===== src/rtl/serial_alu_ctrl_if.sv =====
// Host-side bundle for the bit-serial ALU: operation request plus completion status.
// Handshake: the host raises start with op/a/b valid; it is taken only while busy=0 and
// done=0 (IDLE). done pulses for exactly one cycle, and result/cout/zero hold until the next accepted start.
interface serial_alu_ctrl_if #(
  parameter int WIDTH = 8
);
  logic             start;
  logic [1:0]       op;
  logic [WIDTH-1:0] a;
  logic [WIDTH-1:0] b;
  logic             busy;
  logic             done;
  logic [WIDTH-1:0] result;
  logic             cout;
  logic             zero;

  modport master (
    output start, op, a, b,
    input  busy, done, result, cout, zero
  );

  modport slave (
    input  start, op, a, b,
    output busy, done, result, cout, zero
  );
endinterface


===== src/rtl/serial_alu_ctrl.sv =====
// Bit-serial ALU sequencer: one full-adder cell plus AND/XOR is stepped WIDTH times,
// LSB first, and the carry is kept between steps. The result is reported with a one-cycle done pulse.
module serial_alu_ctrl #(
  parameter int WIDTH = 8
) (
  input  logic                 clk,
  input  logic                 rst,
  serial_alu_ctrl_if.slave     bus,
  output logic [1:0]           o_dbg_state
);
  localparam int CNT_W = (WIDTH > 2) ? $clog2(WIDTH) : 1;
  localparam logic [1:0] OP_ADD = 2'b00;
  localparam logic [1:0] OP_SUB = 2'b01;
  localparam logic [1:0] OP_AND = 2'b10;

  typedef enum logic [1:0] {
    IDLE = 2'b00,
    RUN  = 2'b01,
    DONE = 2'b10
  } state_t;

  state_t             r_state;
  state_t             w_next;
  logic [1:0]         r_op;
  logic [WIDTH-1:0]   r_sa;
  logic [WIDTH-1:0]   r_sb;
  logic [WIDTH-1:0]   r_acc;
  logic               r_carry;
  logic [CNT_W-1:0]   r_cnt;
  logic [WIDTH-1:0]   r_result;
  logic               r_cout;
  logic               r_zero;

  logic               w_last;
  logic               w_bit;
  logic               w_carry_nxt;
  logic [WIDTH-1:0]   w_acc_nxt;

  assign w_last = (r_cnt == CNT_W'(WIDTH - 1));

  // One step of the shared cell. SUB arrives here as a + ~b with a carry-in of 1.
  always_comb begin
    w_bit       = 1'b0;
    w_carry_nxt = 1'b0;
    case (r_op)
      OP_ADD, OP_SUB: begin
        w_bit       = r_sa[0] ^ r_sb[0] ^ r_carry;
        w_carry_nxt = (r_sa[0] & r_sb[0]) | (r_sa[0] & r_carry) | (r_sb[0] & r_carry);
      end
      OP_AND:  w_bit = r_sa[0] & r_sb[0];
      default: w_bit = r_sa[0] ^ r_sb[0];
    endcase
  end

  assign w_acc_nxt = {w_bit, r_acc[WIDTH-1:1]};

  always_comb begin
    w_next = r_state;
    case (r_state)
      IDLE:    if (bus.start) w_next = RUN;
      RUN:     if (w_last) w_next = DONE;
      DONE:    w_next = IDLE;
      default: w_next = IDLE;
    endcase
  end

  always_ff @(posedge clk or posedge rst) begin
    if (rst) r_state <= IDLE;
    else     r_state <= w_next;
  end

  always_ff @(posedge clk or posedge rst) begin
    if (rst) begin
      r_op     <= OP_ADD;
      r_sa     <= '0;
      r_sb     <= '0;
      r_acc    <= '0;
      r_carry  <= 1'b0;
      r_cnt    <= '0;
      r_result <= '0;
      r_cout   <= 1'b0;
      r_zero   <= 1'b0;
    end else begin
      case (r_state)
        IDLE: begin
          if (bus.start) begin
            r_op    <= bus.op;
            r_sa    <= bus.a;
            r_sb    <= (bus.op == OP_SUB) ? ~bus.b : bus.b;
            r_carry <= (bus.op == OP_SUB);
            r_cnt   <= '0;
            r_acc   <= '0;
          end
        end
        RUN: begin
          r_acc   <= w_acc_nxt;
          r_sa    <= r_sa >> 1;
          r_sb    <= r_sb >> 1;
          r_carry <= w_carry_nxt;
          r_cnt   <= r_cnt + 1'b1;
          // Publish only on the final step so the outputs never show partial sums.
          if (w_last) begin
            r_result <= w_acc_nxt;
            r_cout   <= w_carry_nxt;
            r_zero   <= (w_acc_nxt == '0);
          end
        end
        default: ;
      endcase
    end
  end

  assign bus.busy    = (r_state == RUN);
  assign bus.done    = (r_state == DONE);
  assign bus.result  = r_result;
  assign bus.cout    = r_cout;
  assign bus.zero    = r_zero;
  assign o_dbg_state = r_state;
endmodule


===== src/flat_wrapper.sv =====
// flat-port wrapper written by rule: the top's interface ports become plain ports
module serial_alu_ctrl_flat 
#(
  parameter int WIDTH = 8
)
  (clk, rst, o_dbg_state, bus_start, bus_op, bus_a, bus_b, bus_busy, bus_done, bus_result, bus_cout, bus_zero);
  serial_alu_ctrl_if #(.WIDTH(WIDTH)) bus_i ();
  input  logic clk;
  input  logic rst;
  output logic [1:0] o_dbg_state;
  input wire logic [$bits(bus_i.start)-1:0] bus_start;
  input wire logic [$bits(bus_i.op)-1:0] bus_op;
  input wire logic [$bits(bus_i.a)-1:0] bus_a;
  input wire logic [$bits(bus_i.b)-1:0] bus_b;
  output wire logic [$bits(bus_i.busy)-1:0] bus_busy;
  output wire logic [$bits(bus_i.done)-1:0] bus_done;
  output wire logic [$bits(bus_i.result)-1:0] bus_result;
  output wire logic [$bits(bus_i.cout)-1:0] bus_cout;
  output wire logic [$bits(bus_i.zero)-1:0] bus_zero;
  assign bus_i.start = bus_start;
  assign bus_i.op = bus_op;
  assign bus_i.a = bus_a;
  assign bus_i.b = bus_b;
  assign bus_busy = bus_i.busy;
  assign bus_done = bus_i.done;
  assign bus_result = bus_i.result;
  assign bus_cout = bus_i.cout;
  assign bus_zero = bus_i.zero;
  serial_alu_ctrl #(.WIDTH(WIDTH)) u_core (.clk(clk), .rst(rst), .bus(bus_i), .o_dbg_state(o_dbg_state));
endmodule

===== config.mk =====
export PLATFORM = sky130hd
export DESIGN_NAME = serial_alu_ctrl_flat
export DESIGN_NICKNAME = d
export VERILOG_FILES = /design/src/rtl/serial_alu_ctrl_if.sv /design/src/rtl/serial_alu_ctrl.sv /design/src/flat_wrapper.sv
export SDC_FILE = /design/constraint.sdc
export NUM_CORES = 1
export LEC_CHECK = 0
export CORE_UTILIZATION = 45
export DETAILED_ROUTE_END_ITERATION = 8
export PLACE_DENSITY = 0.7
export SLEW_MARGIN = 20
export SYNTH_ARGS = -nofsm -noshare
export SYNTH_HDL_FRONTEND = slang
export SYNTH_SLANG_ARGS = --single-unit

===== constraint.sdc =====
create_clock -name clk -period 3.6 [get_ports clk]
set_input_delay 0.72 -clock clk [delete_from_list [all_inputs] [get_ports clk]]
set_output_delay 0.72 -clock clk [all_outputs]
set_load 0.005 [all_outputs]

**Yosys cells after proc, flatten, opt, wreduce, memory -nomap -nowiden**

Index checks and enable logic that the tools add are counted.

- Add/subtract/negate cells: 1
- Mux-type cells: 16
- Bitwise operators: 8
- Reductions and logical operators: 9
- Equal/unequal tests: 8

Operators by type and width:

| kind | count |
|---|---|
| $pmux W8 S2 | 3 |
| $mux W8 | 4 |
| $logic_not A8 Y1 | 1 |
| $not A8 Y8 | 1 |
| $reduce_and A2 Y1 | 4 |
| $eq A2 B1 Y1 const B | 3 |
| $pmux W3 S2 | 1 |
| $eq A2 B2 Y1 const B | 2 |
| $logic_not A2 Y1 | 2 |
| $mux W2 | 2 |
| $pmux W1 S2 | 2 |
| $pmux W2 S2 | 1 |
| $add A3 B1 Y3 const B | 1 |
| $and A1 B1 Y1 | 3 |
| $eq A3 B3 Y1 const B | 1 |
| $mux W3 | 1 |
| $mux W1 | 2 |
| $ne A2 B1 Y1 const B | 1 |
| $ne A2 B2 Y1 const B | 1 |
| $or A1 B1 Y1 | 2 |
| $reduce_bool A2 Y1 | 1 |
| $reduce_or A2 Y1 | 1 |
| $xor A1 B1 Y1 | 2 |

- Input port bits: 21
- Output and inout bits: 14
- Register bits after elaboration: 42
- Logic and storage cells: 52

**Longest topological paths before layout**

Gate-level depths: netlist of run 1.

- Depth after elaboration: 5
- Gate-level depth with buffers: 6

**Worst setup path before layout of run 1**

Ideal clock, no wire load.

- Path kind: flip-flop to output port
- From: register u_core.r_state[0], in the netlist u_core.o_dbg_state[0]
- To: output bus_busy
- Path buffers: 2
- Path slack: 2.037 ns
- Arrival time: 0.843 ns
- Stages on the path, launching flop included: 5
- Required time: 2.880 ns
- Cells stage by stage: dfrtp_1 > buf_6 > nand2b_1 > inv_1 > buf_2

- Cells in the longest elaborated chain, start to end: 1

RTL lines:

| what | line | text |
|---|---|---|
| start, declared | serial_alu_ctrl.sv:22 | `state_t r_state;` |
| start signal, assigned | serial_alu_ctrl.sv:69 | `else r_state <= w_next;` |
| $eq A2 B1 Y1 | serial_alu_ctrl.sv:113 | `assign bus.busy = (r_state == RUN);` |
| end, declared | flat_wrapper.sv:15 | `output wire logic [$bits(bus_i.busy)-1:0] bus_busy;` |

No other way between the ends.

**Final worst setup path of run 1**

- From: register u_core.r_state[1], in the netlist u_core.o_dbg_state[1]
- To: output bus_busy

Same word-level chain as after synthesis.

==> run metrics, run 1 <==
total gr overflow=0; initial core utilization=47.70%; Tmin final=~2.8 ns; Slew @ Worst Pin=about 0.9 ns; outcome=complete, no violations; VDD IR max=around 0.00038 V; RSZ-0062 raised after global routing=false; GRT Total Usage=a little under a fifth; per-cell routed wire length=approximately 15 microns; vias in the first global route=1,328; crit-path max FO=23; initial DRC count=roughly 120; initial antenna violation count=0; Cells after Synth=163; Final Max Tran Viols=0; Skew-Pair Late Insertion Delay=about 0.29 ns; crit path DAT=2.08 ns; Worst path top cell family by delay=buffers and inverters; WS Path Type=reg -> out; GP Congestion=approximately 0.8; # hold bufs at CTS=0; most frequent cells in the layout=dfrtp_1 (41), clkdlybuf4s50_1 (34), nand2_1 (12); Final Hold Viols=0; CTS resizes=0; vertical die dimension=about 68 microns; Crit. End Element=output pin; worst setup margin=approximately 0.8 ns; net count after synthesis=about 190; H-Tree Depth=2; DRC Markers=0; clock-pin slew of the registers on the worst-case setup and hold paths=0.08 ns; antenna viol nets, final=0; FF+latch count, synth=41; Post-Layout Inst Area=approximately 0.0024 sq mm; number of synthesized flops with an enable pin=0; Die Width=67.82 microns; Core Util, Final=between 50% and 60%; CTS tree=yes; relative slew slack=40.64%; clock root cell=clkbuf_8; DR pass1 iterations=4; fin nets=between 200 and 250; largest net degree at the start of global routing=42; CP Launch Type=register; via count of the routed design=1,351; Hold WS=0.4818 ns; Antenna Cells=0; CTS sink cnt=just over 40; slowest CP cell=dfrtp_1; Final period util=77.77%; Most used DFF post-synth=dfrtp_1; Avg Cell Area, Syn=roughly 12 sq um; Setup TNS=0 ns; Post-synth ARST share=100.0%; DIE AREA=0.004599 sq mm; vias per cell=between 5 and 6; Pleak=between 1 and 1.5 nW; Area Growth Syn to Fin=23.17%; Synth Cell Area=around 0.0019 sq mm; Fin Clk Skew=0.006774 ns; Cell Area, Placed=about 0.0023 sq mm; register area share after synthesis=~53%; first-pass GRT wire length=about 6300 microns; total CTS buffers=5; worst path required time=between 2 and 3 ns; pwr dens=about 790 mW/mm^2; synth warn=0; CP Buf/Inv Count=2; final wirelength=between 3000 and 4000 microns; largest stage delay on the critical path=~0.62 ns; final setup fails=0; Tightest Hold Check Type=reg -> reg; postcts setup bufs=0; share of cells above drive strength 1=11.68%; f_max=between 300 and 400 MHz; I/O Buffers=34; io pins=35; commonest non-fill, non-tap cell in the layout=dfrtp_1; maxcap violations=0; core area=a little over 0.004 sq mm; Final HPWL DP=approximately 2500 microns; num rows=23; post-place setup slack=roughly 1.1 ns; post-synthesis cell type count=37; clock buffer depth=2; cells along the critical path=nand2b_1 > inv_1 > clkdlybuf4s50_1
==> power breakdown <==
group,internal (mW),switching [mW]
registers,0.654,0.140
logic,0.388,0.326
clock network,0.226,0.156
total,1.27,0.622
==> path summary, 6_finish.rpt <==
path	end	depth (start not counted)	startpoint	slack (ns)
hold / removal	u_core.r_sa[5]	2	u_core.r_sa[5]	0.48
hold reg to reg	u_core.r_sa[5]	2	u_core.r_sa[5]	0.48
setup reg to reg	u_core.bus.result[7]	3	u_core.o_dbg_state[1]	1.97
setup / recovery	bus_busy	3	u_core.o_dbg_state[1]	0.80
max in group asynchronous	u_core.r_cnt[0]	3	rst	2.40
min in group asynchronous	u_core.r_acc[7]	3	rst	0.86
==> cell families (layout without fill, tap and decap cells) <==
| group | Yosys count | in the layout | synth area share [%] |
|---|---|---|---|
| fa+ha+maj | 4 | 4 | 2.953 |
| simple gates | 34 | 34 | 10.40 |
| mux | 11 | 11 | 7.445 |
| compound gates | 50 | 50 | 17.78 |
| xor+xnor | 8 | 8 | 3.594 |
| flops | 41 | 41 | 52.63 |
| buf+inv | 15 | 49 | 5.198 |
==> synthesized netlist by cell type (3+ instances only) <==
master / instances / area, sq um
nor2b_1: 3 / 18.77
inv_1: 4 / 15.01
nand2_1: 12 / 45.04
buf_2: 3 / 15.01
a21oi_1: 10 / 50.05
nor2_1: 4 / 15.01
xnor2_1: 8 / 70.07
o21ai_0: 8 / 40.04
dfrtp_1: 41 / 1026
a31oi_1: 8 / 50.05
a22o_1: 9 / 78.83
ha_1: 3 / 37.54
o32ai_1: 6 / 52.55
buf_6: 5 / 56.30
and2_1: 6 / 37.54
mux2_4: 6 / 90.09
==> final cells by class <==
class | count | area [sq um]
multi-input cells | 107 | 822.0
inverters | 5 | 18.77
flip-flops and latches | 41 | 1026
repair buffers | 36 | 355.3
clock buffers | 7 | 86.33
clock inverters | 1 | 30.03
well taps | 50 | 62.56
fillers | 328 | 1685
==> registers in the layout, summed over array words and instances (netlist names), 2 cells and up <==
name and flops:
u_core.r_acc 7, u_core.r_sa 8, u_core.r_sb 8, u_core.o_dbg_state 2
u_core.r_op 2, u_core.r_cnt 3, u_core.bus.result 8
==> metal layers <==
layer	global-route usage, %	wire length, microns	vias up
met4	4.167	31	0
met1	24.78	1738	663
met5	0	0	-
met3	5.000	152	4
met2	30.07	1768	34
li1	-	-	650
==> worst min-delay path: stages (launching register included) <==
cell and delay [ns]:
dfrtp_1 0.34, nand2_1 0.05, o21ai_0 0.06
==> stage by stage <==
step | std cells | power (mW)
after floorplan | 163 | 1.290
after global placement | 239 | 1.493
after detailed placement | 239 | 1.523
after CTS | 247 | 1.905
after global routing | 247 | 2.036
final | 247 | 1.890
No activity file was read; power rests on OpenSTA's default activity.
==> run 2: changes to the inputs <==
Clock period 3.6 ns to 2.6 ns, I/O delays scaled along.
==> run 2 against run 1 <==
Net effect: clock skew increased by 0.0015 ns; count of clock-buffer cells in the layout stayed put; total power is 34% higher; largest power group unchanged.
==> run metrics, run 2 (synthesis results as in run 1) <==
clock root cell=clkbuf_8; Cell Area, Placed=between 0.002 and 0.0025 sq mm; final setup fails=0; Tightest Hold Check Type=reg -> reg; DRC Markers=0; initial DRC count=between 60 and 70; antenna viol nets, final=0; cells along the critical path=nand2b_1 > inv_1 > clkdlybuf4s50_1; GRT Total Usage=19.47%; Skew-Pair Late Insertion Delay=0.29 ns; num rows=23; Filler Cells Inserted=350; GP Congestion=between 0.8 and 0.9; io pins=35; CTS sink cnt=just over 40; clock buffer depth=2; vias per cell=~5.7; pwr dens=between 1000 and 1500 mW/mm^2; commonest non-fill, non-tap cell in the layout=dfrtp_1; Crit. End Element=output pin; clock-pin slew of the registers on the worst-case setup and hold paths=0.08 ns; worst path required time=roughly 2.1 ns; total CTS buffers=5; per-cell routed wire length=~16 microns; Final Hold Viols=0; total gr overflow=0; initial core utilization=between 40% and 50%; Multi-input gate area=between 800 and 900 sq um; VDD IR max=roughly 0.00043 V; worst r2r src=u_core.o_dbg_state[0]; RSZ-0062 raised after global routing=false; H-Tree Depth=2; Final period util=~88%; I/O Buffers=34; CTS tree=yes; via count of the routed design=1,417; maxcap violations=0; DR pass1 iterations=4; WS Path Type=reg -> out; relative slew slack=~66%; final std cells w/o fill=250; vertical die dimension=67.82 microns; largest net degree at the start of global routing=42; crit path launch=u_core.o_dbg_state[1]; f_max=around 440 MHz; # placed instances=between 200 and 250; # hold bufs at CTS=0; DIE AREA=0.004599 sq mm; Area Growth Syn to Fin=23.17%; Slew @ Worst Pin=0.5061 ns; core area=0.004086 sq mm; Pleak=1.059 nW; most frequent cells in the layout=dfrtp_1 (41), clkdlybuf4s50_1 (34), nand2_1 (12); sequential cell area=roughly 0.0010 sq mm; Final Max Tran Viols=0; first-pass GRT wire length=between 6000 and 7000 microns; Antenna Cells=0; CTS resizes=0; slowest CP cell=dfrtp_1; Fin Clk Skew=~0.008 ns; CP Launch Type=register; Setup TNS=0 ns; Die Width=just under 70 microns; largest stage delay on the critical path=between 0.5 and 0.6 ns; postcts setup bufs=0; initial antenna violation count=0; Tmin final=around 2.3 ns; fin nets=between 200 and 250; outcome=complete, no violations; Worst Hold Launch=u_core.bus.zero; crit path DAT=1.76 ns; Post-Layout Inst Area=0.002401 sq mm; share of cells above drive strength 1=around an eighth; crit-path max FO=15; final wirelength=3888 microns; Final HPWL DP=between 2000 and 3000 microns; vias in the first global route=1,404
==> run 2: worst max-delay path: cells and delay by family (launching register included) <==
family	cells	cell delay [ns]
simple gates	1	0.30
flops	1	0.56
buf+inv	2	0.61
==> run 2: through the flow <==
step | hold slack, ns | setup slack [ns] | util (%) | power (mW)
floorplan | 0.4411 | 1.134 | - | 1.786
global placement | 0.4579 | 0.6660 | 56.64 | 2.079
detailed placement | 0.4718 | 0.6150 | 56.64 | 2.135
CTS | 0.4887 | 0.2952 | 58.76 | 2.557
global route | 0.5185 | 0.2272 | 58.76 | 2.727
finish | 0.4824 | 0.3205 | 58.76 | 2.542
==> run 2: report_power, final <==
group	internal (mW)	switching (mW)	total, mW	leakage (nW)
Clock	0.211	0.210	0.421	0.0443
Sequential	0.906	0.213	1.12	0.518
Combinational	0.554	0.448	1.00	0.496
==> run 2: final cells by class <==
type / count / area share (%)
multi-input cells: 107 / 34.24
repair buffers: 40 / 16.05
clock buffers: 7 / 3.596
flip-flops and latches: 41 / 42.73
inverters: 5 / 0.7817
well taps: 50 / 2.606
==> run 2: routing by layer <==
metal | vias up | part of all wire [%] | GRT usage (%) | routed length, microns
met5 | - | 0 | 0 | 0
met4 | 0 | 2.2 | 9.375 | 85
met3 | 8 | 4.1 | 5.667 | 160
met2 | 43 | 48 | 30.20 | 1850
met1 | 711 | 46 | 24.87 | 1791
li1 | 655 | - | - | -
==> run 2: worst paths after layout <==
path / depth (start not counted) / slack (ns) / endpoint
max in group asynchronous: 3 / 1.60 / u_core.r_carry
max: 3 / 0.32 / bus_busy
min: 2 / 0.48 / u_core.bus.zero
min reg2reg: 2 / 0.48 / u_core.bus.zero
max reg2reg: 4 / 1.01 / u_core.bus.result[7]
min in group asynchronous: 3 / 0.64 / u_core.bus.cout
